$ cat config.mk
export PLATFORM = sky130hd
export DESIGN_NAME = iob_cfg_loader
export DESIGN_NICKNAME = d
export VERILOG_FILES = /design/src/rtl/iob_cfg_loader_pkg.sv /design/src/rtl/iob_cfg_shreg.sv /design/src/rtl/iob_cfg_loader.sv
export SDC_FILE = /design/constraint.sdc
export NUM_CORES = 1
export LEC_CHECK = 0
export CORE_ASPECT_RATIO = 0.6
export CORE_UTILIZATION = 59
export CTS_CLUSTER_SIZE = 30
export DETAILED_ROUTE_END_ITERATION = 16
export PLACE_DENSITY = 0.84
export SLEW_MARGIN = 0
export SYNTH_ARGS = -nofsm -noshare
export SYNTH_HDL_FRONTEND = slang
export SYNTH_SLANG_ARGS = --single-unit
$ cat constraint.sdc
create_clock -name IOCLK -period 3.36 [get_ports IOCLK]
set_input_delay 0.336 -clock IOCLK [delete_from_list [all_inputs] [get_ports IOCLK]]
set_output_delay 0.336 -clock IOCLK [all_outputs]
set_load 0.005 [all_outputs]
$ cat src/rtl/iob_cfg_loader_pkg.sv
// iob_cfg_loader_pkg: shared types and constants for the IO-block configuration loader.
package iob_cfg_loader_pkg;
    localparam int         BITS_PER_IOB  = 3;
    localparam logic [7:0] SYNC_WORD_DEF = 8'hA5;
    // TSMUX field encodings: 00 tristate, 01 TS-controlled, 1x always drive
    localparam logic [1:0] TSMUX_TRISTATE = 2'b00;
    localparam logic [1:0] TSMUX_TS_CTRL  = 2'b01;
    localparam logic [1:0] TSMUX_DRIVE    = 2'b10;
    typedef enum logic [2:0] {
        ST_IDLE,
        ST_HUNT,
        ST_LOAD,
        ST_PARITY,
        ST_COMMIT
    } state_e;
endpackage

$ cat src/rtl/iob_cfg_shreg.sv
// iob_cfg_shreg: W-bit serial-in shadow register with parallel output and running-XOR parity.
module iob_cfg_shreg #(
    parameter int W = 24
) (
    input  logic         clk_i,
    input  logic         rst_i,
    input  logic         clr_i,
    input  logic         en_i,
    input  logic         d_i,
    output logic [W-1:0] q_o,
    output logic         par_o
);
    logic [W-1:0] q_q;
    logic         par_q;
    always_ff @(posedge clk_i or posedge rst_i) begin
        if (rst_i) begin
            q_q   <= '0;
            par_q <= 1'b0;
        end else if (clr_i) begin
            q_q   <= '0;
            par_q <= 1'b0;
        end else if (en_i) begin
            q_q   <= {q_q[W-2:0], d_i};
            par_q <= par_q ^ d_i;
        end
    end
    assign q_o   = q_q;
    assign par_o = par_q;
endmodule

$ cat src/rtl/iob_cfg_loader.sv
// iob_cfg_loader: receives a serial config frame (sync, payload, even parity) and
// atomically commits TSMUX/DORREG settings for NUM_IOB IO blocks.
module iob_cfg_loader
    import iob_cfg_loader_pkg::*;
#(
    parameter int         NUM_IOB   = 8,
    parameter logic [7:0] SYNC_WORD = SYNC_WORD_DEF
) (
    input  logic                 IOCLK,
    input  logic                 RST,
    input  logic                 START,
    input  logic                 CFG_VALID,
    input  logic                 CFG_DATA,
    output logic                 CFG_READY,
    output logic [2*NUM_IOB-1:0] TSMUX_OUT,
    output logic [NUM_IOB-1:0]   DORREG_OUT,
    output logic                 CFG_DONE,
    output logic                 CFG_ERR
);
    localparam int W  = BITS_PER_IOB * NUM_IOB;
    localparam int CW = $clog2(W + 1);

    state_e               state_q, state_d;
    logic [7:0]           win_q, win_d;
    logic [CW-1:0]        cnt_q, cnt_d;
    logic [2*NUM_IOB-1:0] ts_q, ts_d;
    logic [NUM_IOB-1:0]   dor_q, dor_d;
    logic                 done_q, err_q, err_d;
    logic [W-1:0]         shadow;
    logic                 par, acc, par_ok, sync_hit;

    assign acc      = CFG_VALID & CFG_READY;
    assign par_ok   = ~(par ^ CFG_DATA);
    assign sync_hit = {win_q[6:0], CFG_DATA} == SYNC_WORD;

    iob_cfg_shreg #(.W(W)) u_shreg (
        .clk_i (IOCLK),
        .rst_i (RST),
        .clr_i (START || state_q == ST_HUNT),
        .en_i  (acc && state_q == ST_LOAD),
        .d_i   (CFG_DATA),
        .q_o   (shadow),
        .par_o (par)
    );

    always_ff @(posedge IOCLK or posedge RST) begin
        if (RST) state_q <= ST_IDLE;
        else     state_q <= state_d;
    end

    // START restarts from anywhere except COMMIT, which always finishes first
    always_comb begin
        state_d = state_q;
        case (state_q)
            ST_IDLE:   state_d = START ? ST_HUNT : ST_IDLE;
            ST_HUNT:   state_d = (!START && acc && sync_hit) ? ST_LOAD : ST_HUNT;
            ST_LOAD:   state_d = START ? ST_HUNT : (acc && cnt_q == CW'(W - 1)) ? ST_PARITY : ST_LOAD;
            ST_PARITY: state_d = START ? ST_HUNT : !acc ? ST_PARITY : par_ok ? ST_COMMIT : ST_IDLE;
            ST_COMMIT: state_d = START ? ST_HUNT : ST_IDLE;
            default:   state_d = ST_IDLE;
        endcase
    end

    always_comb begin
        CFG_READY = state_q == ST_HUNT || state_q == ST_LOAD || state_q == ST_PARITY;
        win_d     = START ? '0 : (state_q == ST_HUNT && acc) ? {win_q[6:0], CFG_DATA} : win_q;
        cnt_d     = (START || state_q != ST_LOAD) ? '0 : cnt_q + CW'(acc);
        err_d     = START ? 1'b0 : (state_q == ST_PARITY && acc && !par_ok) ? 1'b1 : err_q;
    end

    // IOB0 arrives first, so it sits at the top of the shadow: {TSMUX[1], TSMUX[0], DORREG}
    always_comb begin
        ts_d  = '0;
        dor_d = '0;
        for (int i = 0; i < NUM_IOB; i++) begin
            ts_d[2*i +: 2] = shadow[W-1-BITS_PER_IOB*i -: 2];
            dor_d[i]       = shadow[W-3-BITS_PER_IOB*i];
        end
    end

    always_ff @(posedge IOCLK or posedge RST) begin
        if (RST) begin
            win_q  <= '0;
            cnt_q  <= '0;
            err_q  <= 1'b0;
            done_q <= 1'b0;
            ts_q   <= {NUM_IOB{TSMUX_TRISTATE}};
            dor_q  <= '0;
        end else begin
            win_q  <= win_d;
            cnt_q  <= cnt_d;
            err_q  <= err_d;
            done_q <= state_q == ST_COMMIT;
            ts_q   <= (state_q == ST_COMMIT) ? ts_d : ts_q;
            dor_q  <= (state_q == ST_COMMIT) ? dor_d : dor_q;
        end
    end

    assign TSMUX_OUT  = ts_q;
    assign DORREG_OUT = dor_q;
    assign CFG_DONE   = done_q;
    assign CFG_ERR    = err_q;
endmodule

==> results.sh <==
export IMPL_wl_per_cell_um=14.9
export IMPL_pin_count=32
export IMPL_vias_per_cell=5.39
export IMPL_required_ns=3.02
export IMPL_ys_seq_area_share_pct=60.6
export IMPL_fp_dieW_um=89.7
export IMPL_dp_hpwl_um=3300
export IMPL_cp_end_kind="output port"
export IMPL_cts_inserted_buffers=9
export IMPL_final_cell_count_no_fill=339
export IMPL_cap_violations=0
export IMPL_drive_above_1_share_pct=10.4
export IMPL_postCtsHoldBufs=0
export IMPL_tightestPinTransition_ns=0.944
export IMPL_synth_seq_cells=66
export IMPL_period_share_pct=58.3
export IMPL_fin_hold_ws_ns=0.436
export IMPL_fillers=264
export IMPL_portBuffers=31
export IMPL_tritoncts="built"
export IMPL_cts_sinks=66
export IMPL_status="finished clean"
export IMPL_syn2layout_area_growth_pct=21.6
export IMPL_peakVddDrop_v=0.000378
export IMPL_drtIter0Drc=92
export IMPL_finClkSkew_ns=0.00604
export IMPL_cts_resized=0
export IMPL_diodes=0
export IMPL_die_h_um=54.6
export IMPL_clk_path_buf_depth=2
export IMPL_arrival_ns=1.62
export IMPL_syn_num_nets=248
export IMPL_start_kind="flip-flop"
export IMPL_wl_um=5060
export IMPL_stdcell_area_sq_mm=0.00331
export IMPL_synth_most_common_cell="dfrtp_1"
export IMPL_vias=1828
export IMPL_synth_top_area_share_pct=60.6
export IMPL_rsz0062_at_grt="false"
export IMPL_ys_top_cells_by_area="dfrtp_1 61%, mux2_1 7.9%, nand2_1 6.8%, a21oi_1 5.0%, mux2i_1 2.6%"
export IMPL_post_cts_buffers=0
export IMPL_grt_max_degree=37
export IMPL_ys_dominant_reg_cell="dfrtp_1"
export IMPL_slew_headroom_pct=37.1
export IMPL_finalSetupViolCount=0
export IMPL_htree_levels=3
export IMPL_avgSynthCellArea_sq_um=11.3
export IMPL_r2r_cells=4
export IMPL_crit_type="reg -> out"
export IMPL_netlist_area_sq_mm=0.00272
export IMPL_final_hold_viol_count=0
export IMPL_dieArea_sq_mm=0.00490
export IMPL_period_needed_ns=1.96
export IMPL_drv_slew=0
export IMPL_yosys_top_cells_count="66 x dfrtp_1, 49 x nand2_1, 27 x a21oi_1"
export IMPL_multi_input_area_sq_um=998
export IMPL_dp_cells=323
export IMPL_grt_pass1_wl_um=8340
export IMPL_power_density_mw_per_mm2=476
export IMPL_gp_congestion=0.810
export IMPL_grt_usage_pct=23.3
export IMPL_placed_cell_area_sq_mm=0.00308
export IMPL_async_flop_share_pct=100
export IMPL_ant_nets=0
export IMPL_synth_edff_count=0
export IMPL_rows=18
export IMPL_ff_latch_area_sq_mm=0.00165
export IMPL_hold_class="in -> async"
export IMPL_core_sq_mm=0.00426
export IMPL_leakage_nw=1.49
export IMPL_clkLatencyLatePin_ns=0.34
export IMPL_initial_utilization_pct=64.0
export IMPL_first_pass_iters=4
export IMPL_drc=0
export IMPL_timing_fmax_mhz=511
export IMPL_power_total_mw=1.58
export IMPL_cp_max_fo=10
export IMPL_syn_inst=241
export IMPL_antenna_found_initial=0
export IMPL_yosys_area_top_type="dfrtp_1"
export IMPL_nets=281
export IMPL_clk_pin_slew_ns=0.07
export IMPL_synth_warnings=0
export IMPL_cts_root_buf="clkbuf_8"
export IMPL_globalRoute_totalOverflow=0
export IMPL_setup_tns_ns=0
export IMPL_grt_pass1_vias=1698
export IMPL_synth_distinct_cells=33
cell type report:
cell class	count	share of cell area [%]
clock inverter	6	2.72
timing repair buffer	36	10.5
inverter	3	0.340
clock buffer	10	4.16
multi-input combinational	158	30.1
tap	60	2.27
sequential	66	49.9
where the power goes:
group          internal (mW)  switching [mW]
Sequential             0.795         0.00109
Clock                  0.439           0.305
Combinational         0.0116          0.0243
worst paths after layout:
path	start	to	slack (ns)
worst max-delay path	state_q[0]	CFG_READY	1.40
worst max register to register	state_q[0]	u_shreg.q_o[4]	1.47
max in group asynchronous	RST	u_shreg.q_o[5]	2.22
worst min-delay path	RST	CFG_DONE	0.44
min in group IOCLK	DORREG_OUT[7]	DORREG_OUT[7]	0.49
worst min register to register	DORREG_OUT[7]	DORREG_OUT[7]	0.49
worst max-delay path, cell delays in order, from the launching register on:
cell and delay, ns:
dfrtp_1 0.54, nor2_1 0.13, nor2_1 0.11, clkdlybuf4s50_1 0.50
routing by layer:
layer	track usage, %	wire [um]	part of all wire [%]	vias up
met1	32.2	2450	48	903
met4	7.38	62	1.2	0
li1	-	-	-	871
met2	35.9	2290	45	47
met3	7.64	254	5.0	7
met5	0	0	0	-
cell families after synthesis:
logic type	Yosys count	synth area share, %
simple gates	90	15.4
flops	66	60.6
mux	31	12.5
compound gates	30	5.70
buf+inv	17	3.26
xor+xnor	5	1.61
fa+ha+maj	2	0.919
registers in the layout, summed over array words and instances, names as in the netlist:
| signal | cells |
|---|---|
| CFG_DONE | 1 |
| CFG_ERR | 1 |
| win_q | 7 |
| state_q | 3 |
| TSMUX_OUT | 16 |
| cnt_q | 5 |
| u_shreg.q_o | 24 |
| DORREG_OUT | 8 |
| u_shreg.par_o | 1 |
placed cells by master (no fill, tap or decap), drive strengths merged, types with 3 or more instances in the layout:
cell | synthesis | layout
dfrtp | 66 | 66
clkinv | 0 | 3
mux2 | 24 | 24
nor3b | 3 | 3
clkbuf | 3 | 10
buf | 11 | 5
clkdlybuf4s50 | 0 | 31
nor2 | 16 | 16
nand2b | 5 | 5
xor2 | 3 | 3
nand2 | 49 | 49
inv | 3 | 3
a21oi | 27 | 27
and2 | 3 | 3
mux2i | 7 | 7
stage by stage:
stage	utilization, %	worst slack [ns]
2_1_floorplan	-	1.37
3_3_place_gp	72.5	1.20
3_5_place_dp	72.5	1.12
4_1_cts	77.8	1.40
5_1_grt	77.8	1.22
6_report	77.8	1.40
(Power assumes the default switching activity.)
